[src/rtl/clk_div_pkg.sv]
//==============================================================================
// Module      : clk_div_pkg
// Description : Shared divisor type and period helpers for the clock divider.
// Revision    : 1.0 - initial multi-channel release
//==============================================================================
`default_nettype none

package clk_div_pkg;

    localparam int DIV_W = 32;

    typedef logic [DIV_W-1:0] div_t;

    // A divisor of zero behaves exactly like a divisor of one.
    function automatic div_t eff_div(input div_t d);
        return (d == '0) ? div_t'(1) : d;
    endfunction

    // Number of high cycles per period; odd periods get the extra cycle high.
    function automatic div_t hi_len(input div_t d);
        logic [DIV_W:0] w_sum;
        w_sum = {1'b0, eff_div(d)} + {{DIV_W{1'b0}}, 1'b1};
        return w_sum[DIV_W:1];
    endfunction

endpackage

`default_nettype wire

[src/rtl/clk_div_ch.sv]
//==============================================================================
// Module      : clk_div_ch
// Description : One divider channel: counter, active/pending divisor, outputs.
// Revision    : 1.0 - initial multi-channel release
//==============================================================================
`default_nettype none

module clk_div_ch
    import clk_div_pkg::*;
#(
    parameter int DIV_W   = clk_div_pkg::DIV_W,
    parameter int DIV_RST = 2
) (
    input  logic             clk,
    input  logic             rst,
    input  logic [DIV_W-1:0] i_div,
    input  logic             i_div_valid,
    input  logic             i_en,
    input  logic             i_sync,
    output logic             o_div_clk,
    output logic             o_div_tick,
    output logic             o_div_pend
);

    localparam logic [DIV_W-1:0] c_one     = DIV_W'(1);
    localparam logic [DIV_W-1:0] c_div_rst = DIV_W'(DIV_RST);

    logic [DIV_W-1:0] r_cnt;
    logic [DIV_W-1:0] r_cur;
    logic [DIV_W-1:0] r_pend_val;
    logic             r_pend;
    logic             r_active;
    logic             r_clk;
    logic             r_tick;

    logic [DIV_W-1:0] w_eff;
    logic [DIV_W-1:0] w_hi;
    logic [DIV_W-1:0] w_next_div;
    logic [DIV_W-1:0] w_cnt_inc;
    logic             w_boundary;
    logic             w_restart;

    // DIV_W must not exceed the package divisor width.
    always_comb begin
        w_eff      = DIV_W'(eff_div(div_t'(r_cur)));
        w_hi       = DIV_W'(hi_len(div_t'(r_cur)));
        w_boundary = r_active && (r_cnt == (w_eff - c_one));
        w_restart  = !r_active || i_sync;
        w_next_div = i_div_valid ? i_div : r_pend_val;
        w_cnt_inc  = r_cnt + c_one;
    end

    always_ff @(posedge clk) begin
        if (rst) begin
            r_cnt      <= '0;
            r_cur      <= c_div_rst;
            r_pend_val <= c_div_rst;
            r_pend     <= 1'b0;
            r_active   <= 1'b0;
            r_clk      <= 1'b0;
            r_tick     <= 1'b0;
        end else if (!i_en) begin
            // Idle channel: outputs drop at once and divisor changes land directly.
            r_cnt    <= '0;
            r_active <= 1'b0;
            r_clk    <= 1'b0;
            r_tick   <= 1'b0;
            r_pend   <= 1'b0;
            if (i_div_valid) begin
                r_cur      <= i_div;
                r_pend_val <= i_div;
            end else if (r_pend) begin
                r_cur <= r_pend_val;
            end
        end else if (w_restart || w_boundary) begin
            r_cnt    <= '0;
            r_active <= 1'b1;
            r_clk    <= 1'b1;
            r_tick   <= 1'b1;
            r_pend   <= 1'b0;
            if (i_div_valid || r_pend) begin
                r_cur <= w_next_div;
            end
            if (i_div_valid) begin
                r_pend_val <= i_div;
            end
        end else begin
            r_cnt  <= w_cnt_inc;
            r_clk  <= (w_cnt_inc < w_hi);
            r_tick <= 1'b0;
            if (i_div_valid) begin
                r_pend_val <= i_div;
                r_pend     <= 1'b1;
            end
        end
    end

    assign o_div_clk  = r_clk;
    assign o_div_tick = r_tick;
    assign o_div_pend = r_pend;

endmodule

`default_nettype wire

[src/rtl/clk_divider_mc.sv]
//==============================================================================
// Module      : clk_divider_mc
// Description : Multi-channel glitch-free programmable clock divider with sync.
// Revision    : 1.0 - initial multi-channel release
//==============================================================================
`default_nettype none

module clk_divider_mc
    import clk_div_pkg::*;
#(
    parameter int CH      = 4,
    parameter int DIV_W   = clk_div_pkg::DIV_W,
    parameter int DIV_RST = 2
) (
    input  logic                clk,
    input  logic                rst,
    input  logic [CH*DIV_W-1:0] div,
    input  logic [CH-1:0]       div_valid,
    input  logic [CH-1:0]       div_clk_en,
    input  logic                sync,
    output logic [CH-1:0]       div_clk,
    output logic [CH-1:0]       div_tick,
    output logic [CH-1:0]       div_pend
);

    for (genvar gi = 0; gi < CH; gi++) begin : g_ch
        clk_div_ch #(
            .DIV_W   (DIV_W),
            .DIV_RST (DIV_RST)
        ) u_ch (
            .clk         (clk),
            .rst         (rst),
            .i_div       (div[gi*DIV_W +: DIV_W]),
            .i_div_valid (div_valid[gi]),
            .i_en        (div_clk_en[gi]),
            .i_sync      (sync),
            .o_div_clk   (div_clk[gi]),
            .o_div_tick  (div_tick[gi]),
            .o_div_pend  (div_pend[gi])
        );
    end

endmodule

`default_nettype wire
[config.mk]
export PLATFORM = sky130hd
export DESIGN_NAME = clk_divider_mc
export DESIGN_NICKNAME = d
export VERILOG_FILES = /design/src/rtl/clk_div_pkg.sv /design/src/rtl/clk_div_ch.sv /design/src/rtl/clk_divider_mc.sv
export SDC_FILE = /design/constraint.sdc
export NUM_CORES = 1
export LEC_CHECK = 0
export ABC_AREA = 1
export BUFFER_PORTS_ARGS = -buffer_cell sky130_fd_sc_hd__buf_4
export CAP_MARGIN = 15
export CORE_ASPECT_RATIO = 2
export CORE_UTILIZATION = 37
export CTS_BUF_LIST = sky130_fd_sc_hd__clkbuf_8
export CTS_CLUSTER_SIZE = 12
export DETAILED_ROUTE_END_ITERATION = 8
export GPL_ROUTABILITY_DRIVEN = 0
export HOLD_SLACK_MARGIN = 0.08
export PLACE_DENSITY_LB_ADDON = 0.3
export SETUP_SLACK_MARGIN = 0.5
export SLEW_MARGIN = 20
export SYNTH_ARGS = -nofsm -noshare
export SYNTH_HDL_FRONTEND = slang
export SYNTH_SLANG_ARGS = --single-unit
[constraint.sdc]
create_clock -name clk -period 9.24 [get_ports clk]
set_clock_uncertainty 0.05 [all_clocks]
set_input_delay 1.848 -clock clk [delete_from_list [all_inputs] [get_ports clk]]
set_output_delay 1.848 -clock clk [all_outputs]
set_load 0.01 [all_outputs]
==> results of run 1 <==
[layout by cell type, fill, tap and decap left out, types with 5 or more instances in the layout]
master	netlist	layout
or2_2	16	16
xor2_1	280	280
ha_1	136	136
mux2i_1	124	124
nor3_1	70	70
inv_2	12	7
a21o_1	5	5
o21ai_0	38	38
buf_4	18	155
nor2_1	705	705
nand2_1	715	715
clkinv_2	0	15
xnor2_1	77	77
nand2_2	8	8
nand3_2	11	13
nand3_1	309	307
nand4_1	81	81
nor4_1	29	29
nor2_2	44	44
clkbuf_8	0	79
o21bai_1	10	10
bufinv_16	0	5
a21oi_1	186	186
nor4_2	6	6
nor2_4	5	5
inv_1	436	446
nor3_2	18	18
nand3_4	5	5
nand3b_1	19	19
dfxtp_1	400	400
[final timing paths]
| kind | to | from | slack (ns) | cells after the start |
|---|---|---|---|---|
| setup / recovery | g_ch[0].u_ch.o_div_clk | g_ch[0].u_ch.r_cur[16] | 4.01 | 29 |
| setup reg to reg | g_ch[0].u_ch.o_div_clk | g_ch[0].u_ch.r_cur[16] | 4.01 | 29 |
| hold / removal | g_ch[2].u_ch.r_pend_val[1] | g_ch[2].u_ch.r_pend_val[1] | 0.40 | 2 |
| hold reg to reg | g_ch[2].u_ch.r_pend_val[1] | g_ch[2].u_ch.r_pend_val[1] | 0.40 | 2 |
[registers in the layout, summed over array words and instances (netlist names)]
register	flops
g_ch.u_ch.r_cnt	128
g_ch.u_ch.o_div_tick	4
g_ch.u_ch.o_div_pend	4
g_ch.u_ch.r_cur	128
g_ch.u_ch.o_div_clk	4
g_ch.u_ch.r_active	4
g_ch.u_ch.r_pend_val	128
[where the power goes]
part | switching [uW] | internal, uW | leakage, uW
Combinational | 480 | 288 | 0.00997
Sequential | 104 | 1800 | 0.00328
Clock | 782 | 907 | 0.000750
Total | 1370 | 3000 | 0.0140
[worst max-delay path, delay by kind of cell (launching register included)]
kind	cells	cell delay (ns)
compound gates	2	0.23
xor+xnor	1	0.15
fa+ha+maj	2	0.48
buf+inv	3	0.27
flops	1	0.42
simple gates	21	3.51
[synth_stat cells (all sizes together)]
library cell,instances
o2111ai,3
xor2,280
nor4,37
o32ai,1
and2,2
xnor3,1
ha,136
and3,3
nor2,754
o21ai,40
or2,21
nand2,725
nand3b,19
buf,153
o21a,3
a31o,1
nor3,89
clkbuf,56
o31ai,2
or3,3
nand4,82
or3b,1
nor3b,3
a31oi,1
a211oi,4
nand3,325
mux2i,124
o211ai,4
a2111oi,3
xnor2,77
o22ai,2
dfxtp,400
a21o,5
a21oi,186
or4,2
o221ai,2
inv,448
o21bai,10
[final cells by class]
class	count	area, sq um	share of cell area
clock buffer	79	1087	0.03602
tap	929	1162	0.03851
multi-input combinational	2951	16760	0.5554
antenna	2	5.005	0.0001658
clock inverter	30	275.3	0.009120
timing repair buffer	156	1191	0.03946
inverter	448	1690	0.05600
sequential	400	8008	0.2653
[metrics by stage]
stage	cell area (sq um)	worst slack, ns	std cells	hold WS [ns]	power (uW)
final	30180	4.010	4995	0.4029	4366
after global routing	30180	3.408	4994	0.4248	4587
after CTS	30150	4.035	4992	0.4076	4420
after detailed placement	28780	4.090	4883	0.3910	2708
after global placement	28780	4.235	4883	0.3838	2701
after floorplan	27590	4.877	4008	0.3743	2486
[routing by layer]
metal / up-vias / track usage / wire (microns)
met5: - / 0 / 0
met1: 11650 / 0.2247 / 31780
met4: 0 / 0.1562 / 6384
met3: 287 / 0.02655 / 3010
met2: 658 / 0.4534 / 47210
li1: 12770 / - / -
[cells by family (layout without fill, tap and decap cells)]
logic type	Yosys count	after routing	share of synthesized area
buf+inv	657	713	0.1026
simple gates	2066	2066	0.3339
fa+ha+maj	136	136	0.06167
other cells	0	2	0
flops	400	400	0.2902
mux	124	124	0.04498
xor+xnor	358	358	0.1141
compound gates	267	267	0.05246
==> impl_metrics.ini, run 1 <==
[hold_path]
min_path_type = reg -> reg

[synthesis]
synth_top_area_share = 0.2902
yosysSeqAreaShare = 0.2902
synth_cell_types = 57
synth_cells = 4008
netlist_area_sq_mm = 0.02759
synth_top_cell_by_area = dfxtp_1
syn_nets = 4283
synth_area_per_cell_sq_um = 6.884
yosysWarnings = 0
synth_seq_cells = 400
synth.area.top_cells = dfxtp_1, nand2_1, nor2_1, xor2_1, ha_1

[clocking]
cts_buffer_depth = 3
worst_skew_pair.late_latency_ns = 0.73
cts_sinks = 400
cts_tree = built
cts_setup_buffers = 0
clock-root-buffer = clkbuf_8
path_clk_slew_ns = 0.08
numCtsBuffers = 61
cts_resized = 0
htreeDepth = 2
hold_buffers = 0

[drt]
vias = 25370
first_iter_violations = 1407
finalWirelength_microns = 88390
viasPerCell = 5.078
drt_first_pass_iters = 8
antenna_left = 0
drc = 0
wl_per_cell_microns = 17.70

[placed_design]
hpwlAfterDp_microns = 68910
io_buffers = 150

[timing]
fin_crit_sh = 0.5660
slew_violations = 0
max_freq_ghz = 0.1912
fin_crit_ns = 5.230
setup_violations = 0
rsz0062_at_grt = no
setup_tns_ns = 0
relSlewSlack = 0.3705
worst_pin_slew_ns = 0.9442
final_hold_viol_count = 0

[worst_setup_path]
worstSetupStartpointType = flop
critPathMaxFanout = 10
crit_path_max_incr_delay_ns = 0.49
arrival_ns = 5.81
end_kind = flop
cp_data_required_time_ns = 9.82
critical_path_class = reg -> reg
crit_top_cell = nand3_1
cp_slowest_cell = or4_1

[global_route]
grt_pass1_wl_microns = 136900
grt_pass1_vias = 25350
gr-total-overflow = 0
gr-usage-all-layers = 0.2324
antenna_found_initial = 2
grt_start_max_net_pins = 94

[power_and_ir_drop]
leakage_uw = 0.01400
power_density_mw_per_mm2 = 144.6
ir_drop_mv = 0.1234

[die]
core_sq_mm = 0.07374
die-area_sq_mm = 0.07574
placementRows = 141
fp.dieH_microns = 388.2
die_width_microns = 195.1
initial_core_util = 0.3742
design.portCount = 151

[cells_and_area]
fillers = 7849
drive_gt1_frac = 0.09596
synthToLayoutAreaGrowth_pct = 9.386
fin_util = 0.4093
layout.nets = 4293

[status]
status = complete, no violations

[flow_run]
maxCapViolCount = 0
Note: power is estimated with default switching activity, not from simulation.
==> run 2, diff against run 1 <==
==> constraint.sdc (replaced) <==
create_clock -name clk -period 4.9 [get_ports clk]
set_clock_uncertainty 0.05 [all_clocks]
set_input_delay 0.98 -clock clk [delete_from_list [all_inputs] [get_ports clk]]
set_output_delay 0.98 -clock clk [all_outputs]
set_load 0.01 [all_outputs]
==> run 2 against run 1 <==
Combinational power increased by 140%. Global-route usage increased by 1.5 points. Count of clock-buffer cells in the layout increased by 6. Cell count increased by 4.7%. Largest cell class unchanged. Highest routed layer is now met5.
==> impl_metrics.ini, run 2 (synthesis gave the netlist of run 1 again) <==
[power_and_ir_drop]
p_clk_frac = 0.388
power.share.combinational = 0.207
ir_drop_mv = 0.2630
p_int_uw = 5953
swShare = 0.3188
leakage_uw = 0.01548
p_switching_uw = 2786
seqPwrFrac = 0.405
power_density_mw_per_mm2 = 264.8

[cells_and_area]
drive_gt1_frac = 0.1855
finalNonFillerCells = 5231
reg_top3 = g_ch.u_ch.r_cnt (128), g_ch.u_ch.r_cur (128), g_ch.u_ch.r_pend_val (128)
multiInputGateArea_sq_mm = 0.01762
final_cell_mix = nand2_1, nor2_1, inv_1, dfxtp_1, buf_4
regArea_sq_mm = 0.008071
layout.nets = 4525
fin_area_sq_mm = 0.03300
fillers = 7656
layout_commonest_cell = nand2_1
synthToLayoutAreaGrowth_pct = 19.58

[worst_setup_path]
crit_top_cell = nor3_4
crit_path_max_incr_delay_ns = 0.35
crit_path_start = g_ch[3].u_ch.r_cur[15]
end_kind = flop
crit_buf_inv = 3
worstSetupStartpointType = flop
path_delay_family = simple AND/OR/NAND/NOR gates
critical_path_class = reg -> reg
cp_slowest_cell = dfxtp_1
arrival_ns = 5.10
worstReg2RegStart = g_ch[3].u_ch.r_cur[15]
critPathMaxFanout = 5
cp_data_required_time_ns = 5.43

[die]
die_width_microns = 195.1
placementRows = 141
fp.dieH_microns = 388.2
design.portCount = 151
core_sq_mm = 0.07374
die-area_sq_mm = 0.07574
initial_core_util = 0.3742

[drt]
vias = 26940
first_iter_violations = 1471
finalWirelength_microns = 96840
drt_first_pass_iters = 6
wl_per_cell_microns = 18.51
viasPerCell = 5.150
antenna_left = 0
drc = 0

[flow_run]
maxCapViolCount = 0

[global_route]
grt_busiest_layer = met2
antenna_found_initial = 2
use_met2 = 0.4760
grt_pass1_wl_microns = 144000
grt_util_met3 = 0.03904
gr-usage-all-layers = 0.2473
gr-total-overflow = 0
grt_pass1_vias = 26860
grtUsageMet1 = 0.2258
grt_start_max_net_pins = 66

[timing]
setup_violations = 0
setup_ws_ns = 0.3353
relSlewSlack = 0.2603
final_hold_viol_count = 0
fin_crit_ns = 4.565
slew_violations = 0
worst_pin_slew_ns = 1.110
rsz0062_at_grt = yes
max_freq_ghz = 0.2191
fin_crit_sh = 0.9316

[clocking]
path_clk_slew_ns = 0.07
hold_buffers = 0
worst_skew_pair.late_latency_ns = 0.72
numCtsBuffers = 67
cts_tree = built
clock-root-buffer = clkbuf_8
htreeDepth = 3
cts_buffer_depth = 3
cts_sinks = 400

[hold_path]
min_path_type = reg -> reg
hp-start = g_ch[1].u_ch.r_pend_val[1]

[placed_design]
post-place-ws_ns = -0.3726
dpl-instance-area_sq_mm = 0.02963
io_buffers = 150
hpwlAfterDp_microns = 73130
dpl.cell_count = 4991

[status]
status = complete, no violations
[run 2: changes by cell type in the layout (fill, tap and decap cells not counted), sizes merged]
cell,before,now
clkinv,15,13
buf,156,376
inv,457,460
diode,2,1
nand3,325,331
clkinvlp,1,5
clkbuf,79,85
[run 2: power groups by stage]
stage / Sequential (uW) / Clock [uW] / Combinational (uW)
3_3_place_gp: 3580 / 0 / 1620
6_report: 3540 / 3390 / 1810
2_1_floorplan: 3530 / 0 / 1160
3_5_place_dp: 3590 / 0 / 1630
5_1_grt: 3550 / 3610 / 1980
4_1_cts: 3520 / 3490 / 1710
[run 2: area by class of cell]
cell class                 count  share of cell area
inverter                     448             0.05119
tap                          929             0.03523
clock inverter                35            0.009556
multi-input combinational   2957              0.5339
clock buffer                  85             0.03545
antenna                        1          0.00007584
sequential                   400              0.2446
timing repair buffer         376             0.08998
[run 2: metal layers]
layer / up-vias / part of all wire
li1: 13270 / -
met1: 12350 / 0.34
met2: 896 / 0.53
met3: 414 / 0.043
met4: 2 / 0.088
met5: - / 0.00018
[run 2: worst paths after layout]
path,depth (start not counted),slack [ns],to
setup / recovery,27,0.34,g_ch[3].u_ch.o_div_clk
hold / removal,2,0.40,g_ch[1].u_ch.r_pend_val[1]
setup reg to reg,27,0.34,g_ch[3].u_ch.o_div_clk
hold reg to reg,2,0.40,g_ch[1].u_ch.r_pend_val[1]
[run 2: worst reg2reg max path, cell delays in order (launching register included)]
cell and delay (ns):
dfxtp_1 0.35, nor2_1 0.16, nand2_1 0.11, nor2_2 0.13, nand2_1 0.09, nor2_2 0.13, nor2_2 0.05, inv_1 0.07
ha_2 0.19, nand3_2 0.12, nor3_4 0.24, nand3_2 0.14, nor2_4 0.12, nand3_2 0.10, nor3_4 0.22, nand2_2 0.11
nor3_4 0.28, nand2_4 0.14, nor4_4 0.28, buf_4 0.16, xor2_1 0.05, ha_1 0.30, nand4_1 0.15, nor3_4 0.16
buf_6 0.16, o2111ai_4 0.20, nand3_1 0.13, nand2_1 0.05
[run 2: what timing repair did]
item / in CTS / in global routing
pin swaps: 39 / 60
endpoints found under the setup margin: 4 / 141
gates cloned: 0 / 6
resized for setup: 81 / 185
buffers inserted: 76 / 37
[run 2: through the flow]
step | setup TNS [ns] | hold WS, ns | power, uW | utilization
6_report | 0 | 0.4039 | 8739 | 0.4475
5_1_grt | 0 | 0.4270 | 9140 | 0.4475
4_1_cts | 0 | 0.3903 | 8718 | 0.4334
3_5_place_dp | -0.3726 | 0.3929 | 5213 | 0.4018
3_3_place_gp | -0.3382 | 0.3845 | 5202 | 0.4018
2_1_floorplan | 0 | 0.3743 | 4688 | -
